## config.mk

```make
export PLATFORM = sky130hd
export DESIGN_NAME = clk_div_ctrl
export DESIGN_NICKNAME = d
export VERILOG_FILES = /design/src/rtl/clk_div_pkg.sv /design/src/rtl/clk_div_counter.sv /design/src/rtl/clk_div_ctrl.sv
export SDC_FILE = /design/constraint.sdc
export NUM_CORES = 1
export LEC_CHECK = 0
export CORE_MARGIN = 8
export CORE_UTILIZATION = 30
export CTS_CLUSTER_DIAMETER = 50
export DETAILED_ROUTE_END_ITERATION = 10
export GPL_TIMING_DRIVEN = 0
export PLACE_DENSITY = 0.55
export SLEW_MARGIN = 40
export SYNTH_ARGS = -nofsm -noshare
export SYNTH_HDL_FRONTEND = slang
export SYNTH_SLANG_ARGS = --single-unit
export TNS_END_PERCENT = 50
```

## constraint.sdc

```tcl
create_clock -name clk -period 2.3 [get_ports clk]
set_input_delay 0.69 -clock clk [delete_from_list [all_inputs] [get_ports clk]]
set_output_delay 0.69 -clock clk [all_outputs]
set_load 0.02 [all_outputs]
```

## src/rtl/clk_div_pkg.sv

```systemverilog
// clk_div_pkg: shared definitions for the programmable clock divider.
//   sel_e    - ratio encodings; value k selects divide-by-2^(k+1)
//   SEL_MAX  - largest legal ratio encoding
//   state_e  - controller FSM states
//   sel_legal() - true when a requested encoding is in range
package clk_div_pkg;

  typedef enum logic [2:0] {
    SEL_DIV2  = 3'd0,
    SEL_DIV4  = 3'd1,
    SEL_DIV8  = 3'd2,
    SEL_DIV16 = 3'd3,
    SEL_DIV32 = 3'd4
  } sel_e;

  localparam logic [2:0] SEL_MAX = 3'd4;

  typedef enum logic [1:0] {
    ST_IDLE   = 2'd0,
    ST_RUN    = 2'd1,
    ST_SWITCH = 2'd2
  } state_e;

  function automatic logic sel_legal(input logic [2:0] s);
    return (s <= SEL_MAX);
  endfunction

endpackage

```

## src/rtl/clk_div_counter.sv

```systemverilog
// clk_div_counter: divide counter, divided-clock and boundary/tick generation.
// Ports:
//   clk, rst      - system clock, synchronous active-low reset
//   clr           - force counter and outputs to zero on the next edge
//   run           - advance the counter by one per cycle
//   sel [2:0]     - active ratio k (divide-by-2^(k+1))
//   clk_out       - registered divided clock, low for 2^k cycles then high for 2^k
//   tick          - registered pulse on the last cycle of each clk_out period
//   boundary      - combinational: this cycle is the last of a clk_out period
module clk_div_counter #(
  parameter int CNT_W = 5
) (
  input  logic       clk,
  input  logic       rst,
  input  logic       clr,
  input  logic       run,
  input  logic [2:0] sel,
  output logic       clk_out,
  output logic       tick,
  output logic       boundary
);

  logic [CNT_W-1:0] r_cnt;
  logic [CNT_W-1:0] w_cnt_nxt;
  logic [CNT_W-1:0] w_mask;   // bits [k:0] set: period boundary mask
  logic [CNT_W-1:0] w_hbit;   // bit k set: selects the half-period bit
  logic             r_clk_out;
  logic             r_tick;

  always_comb begin
    w_cnt_nxt = r_cnt + CNT_W'(1);
    w_mask    = '0;
    w_hbit    = '0;
    for (int i = 0; i < CNT_W; i++) begin
      w_mask[i] = (i <= int'(sel));
      w_hbit[i] = (i == int'(sel));
    end
  end

  assign boundary = run && ((r_cnt & w_mask) == w_mask);

  // clk_out and tick are computed from the next count so that, once
  // registered, they line up with the count value they describe.
  always_ff @(posedge clk) begin
    if (!rst || clr) begin
      r_cnt     <= '0;
      r_clk_out <= 1'b0;
      r_tick    <= 1'b0;
    end else if (run) begin
      r_cnt     <= w_cnt_nxt;
      r_clk_out <= |(w_cnt_nxt & w_hbit);
      r_tick    <= ((w_cnt_nxt & w_mask) == w_mask);
    end else begin
      r_tick    <= 1'b0;
    end
  end

  assign clk_out = r_clk_out;
  assign tick    = r_tick;

endmodule

```

## src/rtl/clk_div_ctrl.sv

```systemverilog
// clk_div_ctrl: programmable clock divider with glitch-free ratio switching.
// Ports:
//   clk, rst     - system clock, synchronous active-low reset
//   en           - run request; dropping it stops at the next period boundary
//   req, sel_in  - ratio-change request and requested ratio k (0..4 legal)
//   ready        - request accepted on a cycle with req && ready
//   ack          - pulse on the cycle a new ratio takes effect
//   err          - pulse after an accepted request with an illegal ratio
//   cur_sel      - ratio currently active
//   running      - high in RUN or SWITCH
//   clk_out      - divided clock, 50% duty
//   tick         - pulse on the last cycle of each clk_out period
// Handshake: a request transfers on any clock edge where req && ready are both
// high; ready is low only while a switch is pending, so at most one request is
// ever held and req is ignored until the switch completes.
module clk_div_ctrl
  import clk_div_pkg::*;
#(
  parameter int         CNT_W   = 5,
  parameter logic [2:0] RST_SEL = SEL_DIV2
) (
  input  logic       clk,
  input  logic       rst,
  input  logic       en,
  input  logic       req,
  input  logic [2:0] sel_in,
  output logic       ready,
  output logic       ack,
  output logic       err,
  output logic [2:0] cur_sel,
  output logic       running,
  output logic       clk_out,
  output logic       tick
);

  state_e     r_state;
  logic [2:0] r_cur_sel;
  logic [2:0] r_new_sel;
  logic       r_ack;
  logic       r_err;
  logic       r_running;

  logic w_ready;
  logic w_acc;
  logic w_legal;
  logic w_go_switch;
  logic w_stop;
  logic w_sw_done;
  logic w_clr;
  logic w_run;
  logic w_boundary;

  assign w_ready     = (r_state != ST_SWITCH);
  assign w_acc       = req && w_ready;
  assign w_legal     = sel_legal(sel_in);
  // A legal request in RUN wins over a stop on the same boundary; the stop
  // then happens after the switch completes.
  assign w_go_switch = (r_state == ST_RUN) && w_acc && w_legal;
  assign w_stop      = (r_state == ST_RUN) && w_boundary && !en && !w_go_switch;
  assign w_sw_done   = (r_state == ST_SWITCH) && w_boundary;
  assign w_clr       = (r_state == ST_IDLE) || w_stop || w_sw_done;
  assign w_run       = (r_state != ST_IDLE);

  clk_div_counter #(.CNT_W(CNT_W)) u_counter (
    .clk      (clk),
    .rst      (rst),
    .clr      (w_clr),
    .run      (w_run),
    .sel      (r_cur_sel),
    .clk_out  (clk_out),
    .tick     (tick),
    .boundary (w_boundary)
  );

  always_ff @(posedge clk) begin
    if (!rst) begin
      r_state   <= ST_IDLE;
      r_cur_sel <= RST_SEL;
      r_new_sel <= RST_SEL;
      r_ack     <= 1'b0;
      r_err     <= 1'b0;
      r_running <= 1'b0;
    end else begin
      r_ack <= 1'b0;
      r_err <= w_acc && !w_legal;
      case (r_state)
        ST_IDLE: begin
          // Counter is held clear here, so a new ratio applies immediately.
          if (w_acc && w_legal) begin
            r_cur_sel <= sel_in;
            r_new_sel <= sel_in;
            r_ack     <= 1'b1;
          end
          if (en) begin
            r_state   <= ST_RUN;
            r_running <= 1'b1;
          end
        end
        ST_RUN: begin
          if (w_go_switch) begin
            r_new_sel <= sel_in;
            r_state   <= ST_SWITCH;
          end else if (w_stop) begin
            r_state   <= ST_IDLE;
            r_running <= 1'b0;
          end
        end
        ST_SWITCH: begin
          // Switch only at a period end of the old ratio: clk_out has just
          // finished a full high phase and restarts low, so no runt pulse.
          if (w_boundary) begin
            r_cur_sel <= r_new_sel;
            r_ack     <= 1'b1;
            if (en) begin
              r_state <= ST_RUN;
            end else begin
              r_state   <= ST_IDLE;
              r_running <= 1'b0;
            end
          end
        end
        default: begin
          r_state   <= ST_IDLE;
          r_running <= 1'b0;
        end
      endcase
    end
  end

  assign ready   = w_ready || !rst;
  assign ack     = r_ack;
  assign err     = r_err;
  assign cur_sel = r_cur_sel;
  assign running = r_running;

endmodule

```

==> results.rst, run 1 <==
.. list-table::
   :header-rows: 1

   * - Metric
     - Value
   * - Result of the run
     - complete, no violations
   * - Leakage power summed over all cells
     - 0.392 nW
   * - Number of enable flip-flop cells after synthesis
     - 0
   * - Number of max-slew violations in the final report
     - 0
   * - Area of placed instances
     - 0.00107 sq mm
   * - Antenna fix cells
     - 0
   * - Post-synth net total
     - 114
   * - Initial standard-cell utilization of the core
     - 31.7%
   * - Fraction of synthesis flops using an asynchronous set or reset pin
     - 0%
   * - Worst setup skew after layout
     - 0.00378 ns
   * - Number of primary I/O pins
     - 16
   * - Min Hold Slack
     - 0.481 ns
   * - Via count of the first global-routing pass
     - 778
   * - Power Density
     - 599 mW/mm^2
   * - Synthesized instance count
     - 106
   * - Total routing usage reported by global routing
     - 8.12%
   * - Final ANT Viol Nets
     - 0
   * - Sum of routed wire length over all layers
     - 1910 um
   * - Post-synthesis sequential element count
     - 18
   * - Overall Power
     - 0.000654 W
   * - Synthesis-to-layout area growth
     - 23.7%
   * - Via total after detailed routing
     - 782
   * - Worst-path clk slew
     - 0.10 ns
   * - Critical path startpoint category
     - primary input
   * - Measured slew at the worst slew-check pin
     - 0.600 ns
   * - Number of vias per cell
     - 5.05
   * - Die outline area
     - 0.00493 sq mm
   * - Filler cell count
     - 301
   * - # setup viols final
     - 0
   * - Number of hold violations in the final report
     - 0
   * - Category of the worst setup path capture point
     - flip-flop
   * - Unrepaired setup endpoints after global routing
     - no
   * - Delay of the slowest critical-path stage
     - 0.52 ns
   * - Adder-cell share of the synthesized area
     - 2.55%
   * - Summed instance area of the synthesized netlist
     - 882 sq um
   * - Critical path class
     - primary input to flip-flop
   * - Final design instance area without fill
     - 0.00109 sq mm
   * - Register area share after synthesis
     - 40.9%
   * - Area fraction in and, or, nand and nor cells after synthesis
     - 21.7%
   * - Number of levels the H-tree was split into
     - 1
   * - Portion of netlist area occupied by mux cells
     - 4.68%
   * - Worst path top cell family by delay
     - compound AO/OA/AOI/OAI gates
   * - Clock tree from TritonCTS
     - done
   * - Worst max-slew margin expressed relative to the limit
     - 59.6%
   * - Placement Rows
     - 19
   * - TritonCTS Sinks
     - 18
   * - Number of warnings reported in the yosys synthesis log
     - 0
   * - Fraction of layout cells with a size suffix above 1
     - 8.06%
   * - Total core area
     - 0.00278 sq mm
   * - Nets
     - 134
   * - Hold Path Class
     - flip-flop to flip-flop
   * - Synthesized area divided by synthesized cell count
     - 8.32 sq um
   * - Worst vdd rail ir drop
     - 0.299 mV
   * - Crit path arrival time
     - 2.35 ns
   * - Xor and xnor area share after synthesis
     - 2.98%
   * - Die boundary height
     - 70.2 um
   * - Reported max-cap violation count
     - 0
   * - Later-pin clock latency in the skew report
     - 0.28 ns
   * - Final weighted congestion in routability-driven placement
     - 0.817
   * - Remaining design rule violation count
     - 0
   * - Critical path data required time
     - 2.50 ns
   * - Final setup TNS
     - 0 ns
   * - Initial antenna violation count
     - 0
   * - Period utilization
     - 93.5%
   * - Largest family of logic cells by synthesized area
     - compound AO/OA/AOI/OAI gates
   * - Final Core Density
     - 39.2%
   * - Grt ovf
     - 0
   * - Die Wd
     - 70.2 um
   * - Largest net degree at the start of global routing
     - 11
   * - Post-DP HPWL
     - 1490 um
   * - Maximum fanout count along the critical path
     - 5
   * - Number of port buffers
     - 15
   * - Cell breakdown of the critical path
     - clkdlybuf4s50_1 -> o21ai_0 -> nand2_1 -> a21oi_1 -> nor2_1 -> a211oi_1
   * - Synthesized-area fraction occupied by ao, oa, aoi and oai cells
     - 22.0%
   * - Distinct cell type count after synthesis
     - 35
   * - Most used DFF post-synth
     - sky130_fd_sc_hd__dfxtp_1
   * - Wire length of the first global-routing pass
     - 3400 um
   * - Cell with the largest stage delay on the worst path
     - sky130_fd_sc_hd__o21ai_0
   * - Clk buf depth
     - 2
   * - Initial DRT Pass Iterations
     - 2
   * - Routed wire per std cell
     - 12.3 um
   * - Root buf cell
     - sky130_fd_sc_hd__clkbuf_4
   * - Cts bufs inserted
     - 3
   * - Post-route minimum period
     - 2.15 ns
   * - Buffers & Inverters on Critical Path
     - 1
   * - Maximum clock frequency
     - 465 MHz
   * - Initial detailed-routing violation count
     - 28
-- repair_timing --
item	CTS	global route
setup endpoints to repair	1	1
buffers inserted	0	0
resized for setup	3	1
hold endpoints to repair	0	0
hold buffers	0	0
pin swaps	0	0
-- path summary, 6_finish.rpt --
check	to	slack, ns	cells after the start	start
max	running	0.15	6	sel_in[0]
min	r_new_sel[0]	0.48	2	r_new_sel[0]
max reg2reg	u_counter.r_cnt[2]	0.61	6	cur_sel[1]
min reg2reg	r_new_sel[0]	0.48	2	r_new_sel[0]
-- sequential cells by signal, indices dropped and copies added (netlist names) --
signal and flops:
u_counter.r_cnt 5, u_counter.clk_out 1, r_new_sel 3, u_counter.tick 1
err 1, r_state 2, ack 1, cur_sel 3
running 1
-- report_power, final --
part           leakage, nW  internal [W]  total [W]  switching [W]
sequential           0.147      0.000330   0.000341      0.0000112
combinational        0.231     0.0000756   0.000161      0.0000851
clock               0.0138     0.0000607   0.000152      0.0000908
-- cell usage after synthesis, types with 2 or more instances --
cell / count / area share, %
sky130_fd_sc_hd__clkbuf_1: 3 / 1.3
sky130_fd_sc_hd__nor2_1: 15 / 6.4
sky130_fd_sc_hd__xor2_1: 2 / 2.0
sky130_fd_sc_hd__a211oi_1: 4 / 3.4
sky130_fd_sc_hd__nand3_1: 3 / 1.7
sky130_fd_sc_hd__a21o_1: 2 / 1.7
sky130_fd_sc_hd__inv_1: 4 / 1.7
sky130_fd_sc_hd__o21ai_0: 8 / 4.5
sky130_fd_sc_hd__nand2_1: 9 / 3.8
sky130_fd_sc_hd__nor3_1: 2 / 1.1
sky130_fd_sc_hd__a21oi_1: 7 / 4.0
sky130_fd_sc_hd__o22ai_1: 2 / 1.4
sky130_fd_sc_hd__mux2i_1: 3 / 3.4
sky130_fd_sc_hd__dfxtp_1: 18 / 41
sky130_fd_sc_hd__nor2b_1: 4 / 2.8
-- kinds of logic after synthesis --
| kind of cell | Yosys count |
|---|---|
| AO/OA/AOI/OAI | 29 |
| XOR/XNOR | 3 |
| AND/OR/NAND/NOR | 40 |
| buffers and inverters | 10 |
| multiplexers | 4 |
| flip-flops | 18 |
| adder cells (fa/ha/maj) | 2 |
-- cell type report --
cell class	count	area (sq um)	area share [%]
plain buffers	5	27.5	2.52
multi-input cells	78	478	43.8
repair buffers	15	145	13.3
clock buffers	3	22.5	2.06
inverters	5	18.8	1.72
well taps	31	38.8	3.56
flip-flops and latches	18	360	33.0
-- layout by cell type (no fill, tap or decap), types with 2 or more instances in the layout --
| cell | count |
|---|---|
| sky130_fd_sc_hd__o22ai_1 | 2 |
| sky130_fd_sc_hd__xor2_1 | 2 |
| sky130_fd_sc_hd__a21oi_1 | 7 |
| sky130_fd_sc_hd__clkbuf_4 | 3 |
| sky130_fd_sc_hd__nand3_1 | 3 |
| sky130_fd_sc_hd__nor3_1 | 2 |
| sky130_fd_sc_hd__clkdlybuf4s50_1 | 14 |
| sky130_fd_sc_hd__nand2_1 | 9 |
| sky130_fd_sc_hd__nor2b_1 | 3 |
| sky130_fd_sc_hd__a211oi_1 | 4 |
| sky130_fd_sc_hd__o21ai_0 | 8 |
| sky130_fd_sc_hd__a21o_1 | 2 |
| sky130_fd_sc_hd__inv_1 | 4 |
| sky130_fd_sc_hd__dfxtp_1 | 18 |
| sky130_fd_sc_hd__mux2i_1 | 3 |
| sky130_fd_sc_hd__clkbuf_1 | 3 |
| sky130_fd_sc_hd__nor2_1 | 15 |
-- worst register-to-register path, delay by kind of cell, from the launching register on --
kind / cells / cell delay (ns)
buffers and inverters: 1 / 0.17
and+or+nand+nor: 3 / 0.75
DFF: 1 / 0.32
AOI/OAI and AO/OA: 2 / 0.35
-- metrics by stage --
stage,std cells,setup slack (ns)
floorplan,106,0.600
global placement,152,-0.232
detailed placement,152,-0.240
CTS,155,0.0240
global route,155,0.0658
finish,155,0.150
-- per-layer routing --
metal  share of wire [%]  track usage, %  vias to the layer above  wire (um)
met1                  47            9.19                      355        897
li1                    -               -                      416          -
met3                 3.5            2.26                        2         66
met5                   0               0                        -          0
met2                  49            13.9                        9        937
met4                0.52            3.35                        0         10
Note: power is estimated with default switching activity, not from simulation.
==> run 2, diff against run 1 <==
clock period = 2.6 ns   (was 2.3 ns; I/O delays follow)
==> run 2 against run 1 <==
  * Routed wire length is 0.26% higher
  * Worst setup slack worse by 0.028 ns
  * Sequential power down 11%
  * Critical path depth fell by 3
  * First-iteration DRC count fell by 7.1%
  * Die area unchanged
  * Worst hold slack about the same
  * Clock skew about the same
  * Sequential cell count stayed put
  * Clock power down 12%
  * Clock-buffer cell count unchanged
  * Largest cell class unchanged
==> results.rst, run 2 (synthesized netlist as in run 1, its figures left out) <==
.. list-table::
   :header-rows: 1

   * - Metric
     - Value
   * - Placement Rows
     - 19
   * - Worst max-slew margin expressed relative to the limit
     - 59.3%
   * - Post-DP HPWL
     - 1490 um
   * - Met3 layer usage reported by global route
     - 2.26%
   * - Unrepaired setup endpoints after global routing
     - no
   * - Clock tree from TritonCTS
     - done
   * - Final ANT Viol Nets
     - 0
   * - Cell breakdown of the critical path
     - clkdlybuf4s50_1 -> nand2_1 -> dlygate4sd2_1
   * - Antenna fix cells
     - 0
   * - Cts bufs inserted
     - 3
   * - Min Hold Slack
     - 0.481 ns
   * - Number of levels the H-tree was split into
     - 1
   * - Crit path arrival time
     - 1.70 ns
   * - Grt ovf
     - 0
   * - Area of placed instances
     - 0.00107 sq mm
   * - GRT busiest layer
     - met2
   * - Number of port buffers
     - 15
   * - Largest net degree at the start of global routing
     - 11
   * - Cell with the largest stage delay on the worst path
     - sky130_fd_sc_hd__clkdlybuf4s50_1
   * - Power Density
     - 529 mW/mm^2
   * - Routed wire per std cell
     - 12.4 um
   * - Fraction of layout cells with a size suffix above 1
     - 6.45%
   * - Delay of the slowest critical-path stage
     - 0.53 ns
   * - Leading cell type in the layout, fill and taps excluded
     - sky130_fd_sc_hd__dfxtp_1
   * - Result of the run
     - complete, no violations
   * - Initial antenna violation count
     - 0
   * - Period utilization
     - 95.3%
   * - GR Util met2
     - 13.9%
   * - TritonCTS Sinks
     - 18
   * - Die outline area
     - 0.00493 sq mm
   * - Pre-CTS setup slack
     - -0.120 ns
   * - Highest-count cells in the layout ignoring fill and taps
     - 18 x sky130_fd_sc_hd__dfxtp_1, 15 x sky130_fd_sc_hd__nor2_1, 14 x sky130_fd_sc_hd__clkdlybuf4s50_1
   * - Total core area
     - 0.00278 sq mm
   * - Via total after detailed routing
     - 783
   * - Clk buf depth
     - 2
   * - Slack of the critical path
     - 0.122 ns
   * - Post-route insts no fill
     - 155
   * - Initial standard-cell utilization of the core
     - 31.7%
   * - Die Wd
     - 70.2 um
   * - Number of primary I/O pins
     - 16
   * - Post-CTS Hold Buffers
     - 0
   * - # setup viols final
     - 0
   * - GR Layer Usage met1
     - 9.11%
   * - Later-pin clock latency in the skew report
     - 0.28 ns
   * - Number of max-slew violations in the final report
     - 0
   * - Worst setup skew after layout
     - 0.00370 ns
   * - Final design instance area without fill
     - 0.00109 sq mm
   * - Nets
     - 134
   * - Post-route minimum period
     - 2.48 ns
   * - Critical path data required time
     - 1.82 ns
   * - Measured slew at the worst slew-check pin
     - 0.603 ns
   * - Worst-path clk slew
     - 0.10 ns
   * - Number of cells in the design after placement
     - 152
   * - Via count of the first global-routing pass
     - 778
   * - Worst vdd rail ir drop
     - 0.264 mV
   * - Die boundary height
     - 70.2 um
   * - Hold Path Class
     - flip-flop to flip-flop
   * - Total routing usage reported by global routing
     - 8.09%
   * - Wire length of the first global-routing pass
     - 3390 um
   * - Maximum clock frequency
     - 404 MHz
   * - Final weighted congestion in routability-driven placement
     - 0.817
   * - Initial detailed-routing violation count
     - 26
   * - Max reg flops
     - 5
   * - Sum of routed wire length over all layers
     - 1920 um
   * - Critical path class
     - primary input to output port
   * - Root buf cell
     - sky130_fd_sc_hd__clkbuf_4
   * - Number of hold violations in the final report
     - 0
   * - Reported max-cap violation count
     - 0
   * - Most flops, register
     - u_counter.r_cnt
   * - Critical path startpoint category
     - primary input
   * - Synthesis-to-layout area growth
     - 23.8%
   * - Leakage power summed over all cells
     - 0.391 nW
   * - Initial DRT Pass Iterations
     - 2
   * - Remaining design rule violation count
     - 0
   * - Number of vias per cell
     - 5.05
   * - Maximum fanout count along the critical path
     - 5
   * - Category of the worst setup path capture point
     - output port
==> run 2: area by class of cell <==
cell class	instances	area, sq um
Timing Repair Buffer	15	149
Clock buffer	3	22.5
Fill cell	302	1690
Sequential cell	18	360
Inverter	5	18.8
Buffer	5	27.5
Multi-Input combinational cell	78	475
Tap cell	31	38.8
==> run 2: where the power goes <==
| group | leakage [nW] | internal (W) | switching (W) | total [W] |
|---|---|---|---|---|
| sequential | 0.147 | 0.000292 | 0.00000989 | 0.000302 |
| clock | 0.0138 | 0.0000537 | 0.0000804 | 0.000134 |
| combinational | 0.230 | 0.0000668 | 0.0000752 | 0.000142 |
| total | 0.391 | 0.000413 | 0.000165 | 0.000578 |
==> run 2: metrics by stage <==
step / setup TNS, ns / utilization, % / total power (W)
2_1_floorplan: 0 / - / 0.000401
3_3_place_gp: -0.112 / 38.5 / 0.000449
3_5_place_dp: -0.120 / 38.5 / 0.000452
4_1_cts: 0 / 39.3 / 0.000591
5_1_grt: 0 / 39.3 / 0.000616
6_report: 0 / 39.3 / 0.000578
==> run 2: what timing repair did <==
item	4_1_cts	5_1_grt
setup buffers	0	0
resized for setup	1	0
setup endpoints to repair	1	0
==> run 2: worst paths after layout <==
kind                                   start                 end  slack, ns  cells past startpoint
worst max-delay path                     rst               ready       0.12                      3
worst min-delay path            r_new_sel[0]        r_new_sel[0]       0.48                      2
worst max register to register    cur_sel[1]  u_counter.r_cnt[2]       0.91                      6
worst min register to register  r_new_sel[0]        r_new_sel[0]       0.48                      2
==> run 2: critical path: cells and delay by family <==
kind / cells / cell delay [ns]
buffers and inverters: 2 / 0.85
AND/OR/NAND/NOR: 1 / 0.06
==> run 2: metal layers <==
layer | routed length (um) | vias to the layer above
li1 | - | 415
met1 | 898 | 357
met2 | 941 | 9
met3 | 66 | 2
met4 | 10 | 0
met5 | 0 | -
==> run 3, diff against run 2 <==
CAP_MARGIN = 25   (was default)
==> results of run 3 <==
Same layout as run 2: the final DEF is identical, and so are final timing and power.
